<file path="src/rtl/meb_fee_pkg.sv">
// Shared types and constants for the MEB-side FEE readout master.
package meb_fee_pkg;

  typedef logic [7:0] byte_t;

  typedef enum logic [1:0] {
    IDLE,
    WAIT_BUSY,
    SHIFT,
    GAP
  } state_t;

  // {CPOL, CPHA}: mode 0, clock idles low, FEE data sampled on the rising edge.
  localparam logic [1:0] SPI_MODE          = 2'b00;
  localparam byte_t      DEFAULT_IDLE_BYTE = 8'hFF;

endpackage

</file>
<file path="src/rtl/meb_sync2.sv">
// Two-flop synchroniser for asynchronous FEE cable inputs; 2 sysclk latency, no backpressure.
module meb_sync2 #(
  parameter int WIDTH = 1
) (
  input  logic             sysclk,
  input  logic             rst,
  input  logic [WIDTH-1:0] d,
  output logic [WIDTH-1:0] q
);

  logic [WIDTH-1:0] meta;

  always_ff @(posedge sysclk) begin
    if (rst) begin
      meta <= '0;
      q    <= '0;
    end else begin
      meta <= d;
      q    <= meta;
    end
  end

endmodule

</file>
<file path="src/rtl/meb_fee_readout_master.sv">
// SPI master draining FEE frames in bursts onto a one-byte valid/ready register.
// A byte lands 1 cycle after its last spi_clk fall; a full register parks the FSM in GAP and raises meb_hold.
module meb_fee_readout_master
  import meb_fee_pkg::*;
#(
  parameter int    CLK_DIV   = 4,
  parameter byte_t IDLE_BYTE = DEFAULT_IDLE_BYTE,
  parameter int    IDLE_STOP = 2,
  parameter int    MAX_BURST = 1024,
  parameter byte_t MOSI_CMD  = 8'h00
) (
  input  logic        sysclk,
  input  logic        rst,
  input  logic        enable,
  input  logic        force_read,
  input  logic        fee_hit_n,
  input  logic        fee_busy,
  output logic        spi_clk,
  output logic        spi_mosi,
  input  logic        spi_miso,
  output logic        meb_hold,
  output byte_t       m_data,
  output logic        m_valid,
  input  logic        m_ready,
  output logic [15:0] hit_count,
  output logic [15:0] burst_count,
  output logic        burst_abort
);

  localparam int DIV_W = $clog2(CLK_DIV);
  localparam int CNT_W = $clog2(MAX_BURST + 1);

  state_t           state, state_nxt;
  logic             hit_s, busy_s, hit_d, hit_fall, hit_pending;
  logic [DIV_W-1:0] div_cnt;
  logic [2:0]       bit_idx;
  byte_t            shreg;
  logic [3:0]       idle_run, idle_run_nxt;
  logic [CNT_W-1:0] byte_cnt, byte_cnt_nxt;
  logic             half_tick, out_free, start, enter_shift, load, end_burst, cap_hit;

  meb_sync2 #(.WIDTH(1)) u_sync_hit  (.sysclk(sysclk), .rst(rst), .d(fee_hit_n), .q(hit_s));
  meb_sync2 #(.WIDTH(1)) u_sync_busy (.sysclk(sysclk), .rst(rst), .d(fee_busy),  .q(busy_s));

  assign hit_fall     = hit_d & ~hit_s;
  assign half_tick    = (div_cnt == DIV_W'(CLK_DIV - 1));
  assign out_free     = ~m_valid | m_ready;
  assign idle_run_nxt = (shreg == IDLE_BYTE) ? idle_run + 4'd1 : 4'd0;
  assign byte_cnt_nxt = byte_cnt + CNT_W'(1);
  assign enter_shift  = (state_nxt == SHIFT) && (state != SHIFT);

  always_ff @(posedge sysclk) begin
    if (rst) state <= IDLE;
    else     state <= state_nxt;
  end

  // End checks look at the byte being loaded this cycle, so the counts use their next values.
  always_comb begin
    state_nxt = state;
    start     = 1'b0;
    load      = 1'b0;
    end_burst = 1'b0;
    cap_hit   = 1'b0;
    case (state)
      IDLE: begin
        if (enable && (hit_pending || force_read)) begin
          state_nxt = WAIT_BUSY;
          start     = 1'b1;
        end
      end
      WAIT_BUSY: begin
        if (!busy_s) state_nxt = SHIFT;
      end
      SHIFT: begin
        if (half_tick && spi_clk && (bit_idx == 3'd7)) state_nxt = GAP;
      end
      GAP: begin
        if (out_free) begin
          load = 1'b1;
          if (idle_run_nxt >= 4'(IDLE_STOP)) begin
            end_burst = 1'b1;
          end else if (byte_cnt_nxt == CNT_W'(MAX_BURST)) begin
            end_burst = 1'b1;
            cap_hit   = 1'b1;
          end else if (!enable) begin
            end_burst = 1'b1;
          end
          state_nxt = end_burst ? IDLE : SHIFT;
        end
      end
      default: state_nxt = IDLE;
    endcase
  end

  always_ff @(posedge sysclk) begin
    if (rst) begin
      hit_d       <= 1'b0;
      hit_pending <= 1'b0;
      hit_count   <= '0;
      burst_count <= '0;
      burst_abort <= 1'b0;
      div_cnt     <= '0;
      bit_idx     <= '0;
      shreg       <= '0;
      idle_run    <= '0;
      byte_cnt    <= '0;
      spi_clk     <= SPI_MODE[1];
      spi_mosi    <= 1'b0;
      m_data      <= '0;
      m_valid     <= 1'b0;
      meb_hold    <= 1'b0;
    end else begin
      hit_d <= hit_s;
      // A fresh hit wins over the clear so a hit landing on burst start is not lost.
      if (hit_fall) begin
        hit_pending <= 1'b1;
        hit_count   <= hit_count + 16'd1;
      end else if (start) begin
        hit_pending <= 1'b0;
      end

      if (start) begin
        idle_run <= '0;
        byte_cnt <= '0;
      end

      if (enter_shift) begin
        div_cnt  <= '0;
        bit_idx  <= '0;
        spi_clk  <= SPI_MODE[1];
        spi_mosi <= MOSI_CMD[7];
      end else if (state == SHIFT) begin
        div_cnt <= half_tick ? '0 : div_cnt + DIV_W'(1);
        if (half_tick) begin
          spi_clk <= ~spi_clk;
          if (!spi_clk) begin
            shreg <= {shreg[6:0], spi_miso};
          end else begin
            bit_idx  <= bit_idx + 3'd1;
            spi_mosi <= MOSI_CMD[3'd6 - bit_idx];
          end
        end
      end

      if (load) begin
        idle_run <= idle_run_nxt;
        byte_cnt <= byte_cnt_nxt;
        if (end_burst) burst_count <= burst_count + 16'd1;
        if (cap_hit)   burst_abort <= 1'b1;
      end

      if (load) begin
        m_data  <= shreg;
        m_valid <= 1'b1;
      end else if (m_ready) begin
        m_valid <= 1'b0;
      end
      meb_hold <= m_valid & ~m_ready;
    end
  end

endmodule

</file>
<file path="config.mk">
export PLATFORM = sky130hd
export DESIGN_NAME = meb_fee_readout_master
export DESIGN_NICKNAME = d
export VERILOG_FILES = /design/src/rtl/meb_fee_pkg.sv /design/src/rtl/meb_sync2.sv /design/src/rtl/meb_fee_readout_master.sv
export SDC_FILE = /design/constraint.sdc
export NUM_CORES = 1
export LEC_CHECK = 0
export CAP_MARGIN = 20
export CORE_AREA = 10 10 91 93
export CTS_CLUSTER_DIAMETER = 30
export DETAILED_ROUTE_END_ITERATION = 8
export DIE_AREA = 0 0 101 103
export HOLD_SLACK_MARGIN = 0.02
export PLACE_DENSITY_LB_ADDON = 0.05
export SLEW_MARGIN = 20
export SYNTH_ARGS = -nofsm -noshare
export SYNTH_HDL_FRONTEND = slang
export SYNTH_SLANG_ARGS = --single-unit
</file>
<file path="constraint.sdc">
create_clock -name sysclk -period 6.1 [get_ports sysclk]
set_input_delay 1.525 -clock sysclk [delete_from_list [all_inputs] [get_ports sysclk]]
set_output_delay 1.525 -clock sysclk [all_outputs]
set_load 0.01 [all_outputs]
</file>
==> reports/qor.txt <==
Post-synthesis xor/xnor area fraction -> 3.38%
Busiest layer in global routing -> met2
Hold wc startpoint -> u_sync_busy.meta
Logic pwr share -> 3.7%
Post-synth EDFFs -> 0
Synth Area in Adders -> 2.41%
Post-Syn Instances -> 437
Synth Area in Compound Gates -> 13.2%
Clock power share -> 37.4%
First-pass GRT wire length -> 13300 um
Power per cell area -> 208 nW/um^2
Layout cell share with drive strength beyond 1 -> 6.83%
Nets -> 493
Post-Syn Nets -> 452
Global routing usage on met3 -> 4.76%
Tmin final -> 3.49 ns
Peak supply drop -> 0.187 mV
Setup crit end kind -> flip-flop
CTS H-Tree Depth -> 3
CTS sink cnt -> 80
Remaining antenna violation count after routing -> 0
Row Count -> 30
Hold-fix buffers, CTS -> 0
Vias per cell -> 5.50
Area Growth Syn to Fin -> 18.8%
Sequential share of the synthesized area -> 44.2%
Crit path kind -> input pin to flip-flop
GR Layer Usage met2 -> 25.0%
Sequential power share -> 58.9%
Post-synthesis mux area share -> 6.00%
Clk Tree Root Cell -> clkbuf_8
Final Max Tran Viols -> 0
Status -> finished clean
Initial antenna violation count -> 0
CTS tree -> done
First-pass DRT Iterations -> 4
Antenna cells -> 0
Initial drt markers -> 51
Die Wd -> 101 um
Max Clk Rate -> 286 MHz
PostCTS Resize Cnt -> 0
Min Hold Slack -> 0.448 ns
Post-CTS setup buffer count -> 0
Max-slew headroom -> 36.9%
Internal Power -> 0.683 mW
Sw Share -> 23.8%
Lkg Pwr -> 1.57 nW
Reg-to-reg endpoint -> burst_count[6]
Synth warn -> 0
Mapped Area -> 3630 sq um
DR DRC count -> 0
M1 GR Usage -> 18.7%
Routability Congestion -> 0.811
Netlist cell types -> 47
Cell taking the most area after synthesis -> dfxtp_1
CTS max path bufs -> 2
CP top delay family -> buffers and inverters
Post-DP HPWL -> 5450 um
Startpoint Class -> input pin
Core area -> 6570 sq um
GRT overflow -> 0
Worst min path class -> flip-flop to flip-flop
Switching power summed over all nets -> 0.213 mW
Filler cells -> 581
Post-synthesis register bit count -> 80
Final TNS setup -> 0 ns
Asr flop ratio synth -> 0%
Crit path max fanout -> 24
Fin crit share -> 57.2%
Clock Skew -> 0.0123 ns
Num CTS Buffers -> 9
Avg Inst Size Synth -> 8.30 sq um
Die Height -> 103 um
Clk_lat worst skew -> 0.34 ns
RSZ-0062 raised after global routing -> no
Cell Chain, Critical Path -> clkdlybuf4s50_1 -> nand2b_1 -> nand3_1 -> buf_4 -> a21oi_2 -> nand3_2 -> a211oi_1 -> mux2_2
Main synth FF type -> dfxtp_1
CP required -> 6.34 ns
Worst-Margin Slew -> 0.935 ns
Via count -> 3095
Simple-gate share of the synthesized area -> 27.3%
Tot GR Track Use -> 15.4%
Pin count of the biggest net entering global routing -> 46
Reg clk slew, reported paths -> 0.08 ns
Worst Path Arrival -> 3.73 ns
Total die area -> 10400 sq um
WHS Endpoint -> u_sync_busy.q
CP peak stage delay -> 0.44 ns
Critical R2R Launch -> byte_cnt[0]
Endpoints failing setup -> 0
Max Cap Viol -> 0
Ranking of synthesized cells by area -> dfxtp_1 44%, a21oi_1 6.8%, nand2_1 6.2%, nor2_1 6.1%, nor2b_1 4.0%
Initial core utilization -> 55.2%
Count leader, synth -> dfxtp_1
R2r setup slk -> 3.30 ns
Vias in the first global route -> 2835
Post-Route WL -> 7810 um
Endpoints failing hold -> 0
WL per Instance -> 13.9 um
Worst Reg2Reg Path Length in Cells -> 7
# IOs -> 53
Post-synth top cells -> 80 x dfxtp_1, 60 x nand2_1, 59 x nor2_1
Hold path depth -> 1
Fin util -> 65.6%
Port Buf Inserts -> 51
Slowest CP cell -> clkdlybuf4s50_1
CP bufs+invs -> 2
Post-synth top area share -> 44.2%
Main combinational cell family by area after synthesis -> simple AND/OR/NAND/NOR gates
-- flip-flops by register name, indices dropped and copies added (netlist names), 2 cells and up --
signal,cells
burst_count,16
hit_count,16
byte_cnt,11
m_data,8
bit_idx,3
idle_run,4
state,2
shreg,8
div_cnt,2
-- cell type report --
cell class,instances,area (sq um),share of cell area [%]
Sequential cell,80,1600,37.2
Tap cell,80,100,2.32
Clock buffer,10,128,2.96
Clock inverter,6,36.3,0.842
Inverter,5,18.8,0.436
Timing Repair Buffer,53,520,12.1
Multi-Input combinational cell,329,1900,44.2
-- worst max-delay path by stage --
stage                       start        endpoint  slack, ns  cells after the start
final                     m_ready  burst_count[6]       2.61                      8
after global routing      m_ready  burst_count[6]       2.45                      8
after CTS                 m_ready  burst_count[6]       2.63                      8
after detailed placement  m_ready  burst_count[6]       2.25                      8
after global placement    m_ready  burst_count[6]       2.38                      8
after floorplan           m_ready  burst_count[9]       3.21                      7
-- metal layers --
layer | wire (um) | up-vias
li1 | - | 1585
met1 | 3550 | 1451
met2 | 3700 | 52
met3 | 463 | 7
met4 | 90 | 0
met5 | 0 | -
-- kinds of logic (layout without fill, tap and decap cells) --
family | after synthesis | after routing
mux | 20 | 20
fa+ha+maj | 7 | 7
flops | 80 | 80
xor+xnor | 14 | 14
simple gates | 204 | 204
compound gates | 83 | 83
buf+inv | 28 | 74
other cells | 1 | 1
-- per-stage QoR --
step | instance area [sq um] | power (mW) | setup WS (ns) | std cells
2_1_floorplan | 3630 | 0.564 | 3.21 | 437
3_3_place_gp | 4140 | 0.573 | 2.38 | 547
3_5_place_dp | 4140 | 0.574 | 2.25 | 547
4_1_cts | 4310 | 0.904 | 2.63 | 563
5_1_grt | 4310 | 0.933 | 2.45 | 563
6_report | 4310 | 0.896 | 2.61 | 563
-- layout by cell type, fill, tap and decap left out, drive strengths merged, types with 3 or more instances in the layout --
cell type,Yosys,final
xnor2,3,3
and4,3,3
nand2,60,60
dfxtp,80,80
and3,9,9
nand4,9,9
o21ai,14,14
ha,7,7
buf,8,3
a211oi,4,4
mux2,14,14
mux2i,6,6
clkinv,0,5
clkdlybuf4s50,0,50
or3,5,5
xor2,11,11
nor2b,23,23
nand3b,3,3
nand3,19,19
nor2,59,59
inv,5,5
nor3,3,3
a21oi,51,51
nor4,4,4
clkbuf,15,10
-- power groups by stage --
stage / combinational [mW] / clock (mW) / sequential [mW]
2_1_floorplan: 0.0253 / 0 / 0.539
3_3_place_gp: 0.0325 / 0 / 0.540
4_1_cts: 0.0332 / 0.343 / 0.528
3_5_place_dp: 0.0330 / 0 / 0.540
6_report: 0.0329 / 0.335 / 0.528
5_1_grt: 0.0367 / 0.367 / 0.529
(Power assumes the default switching activity.)
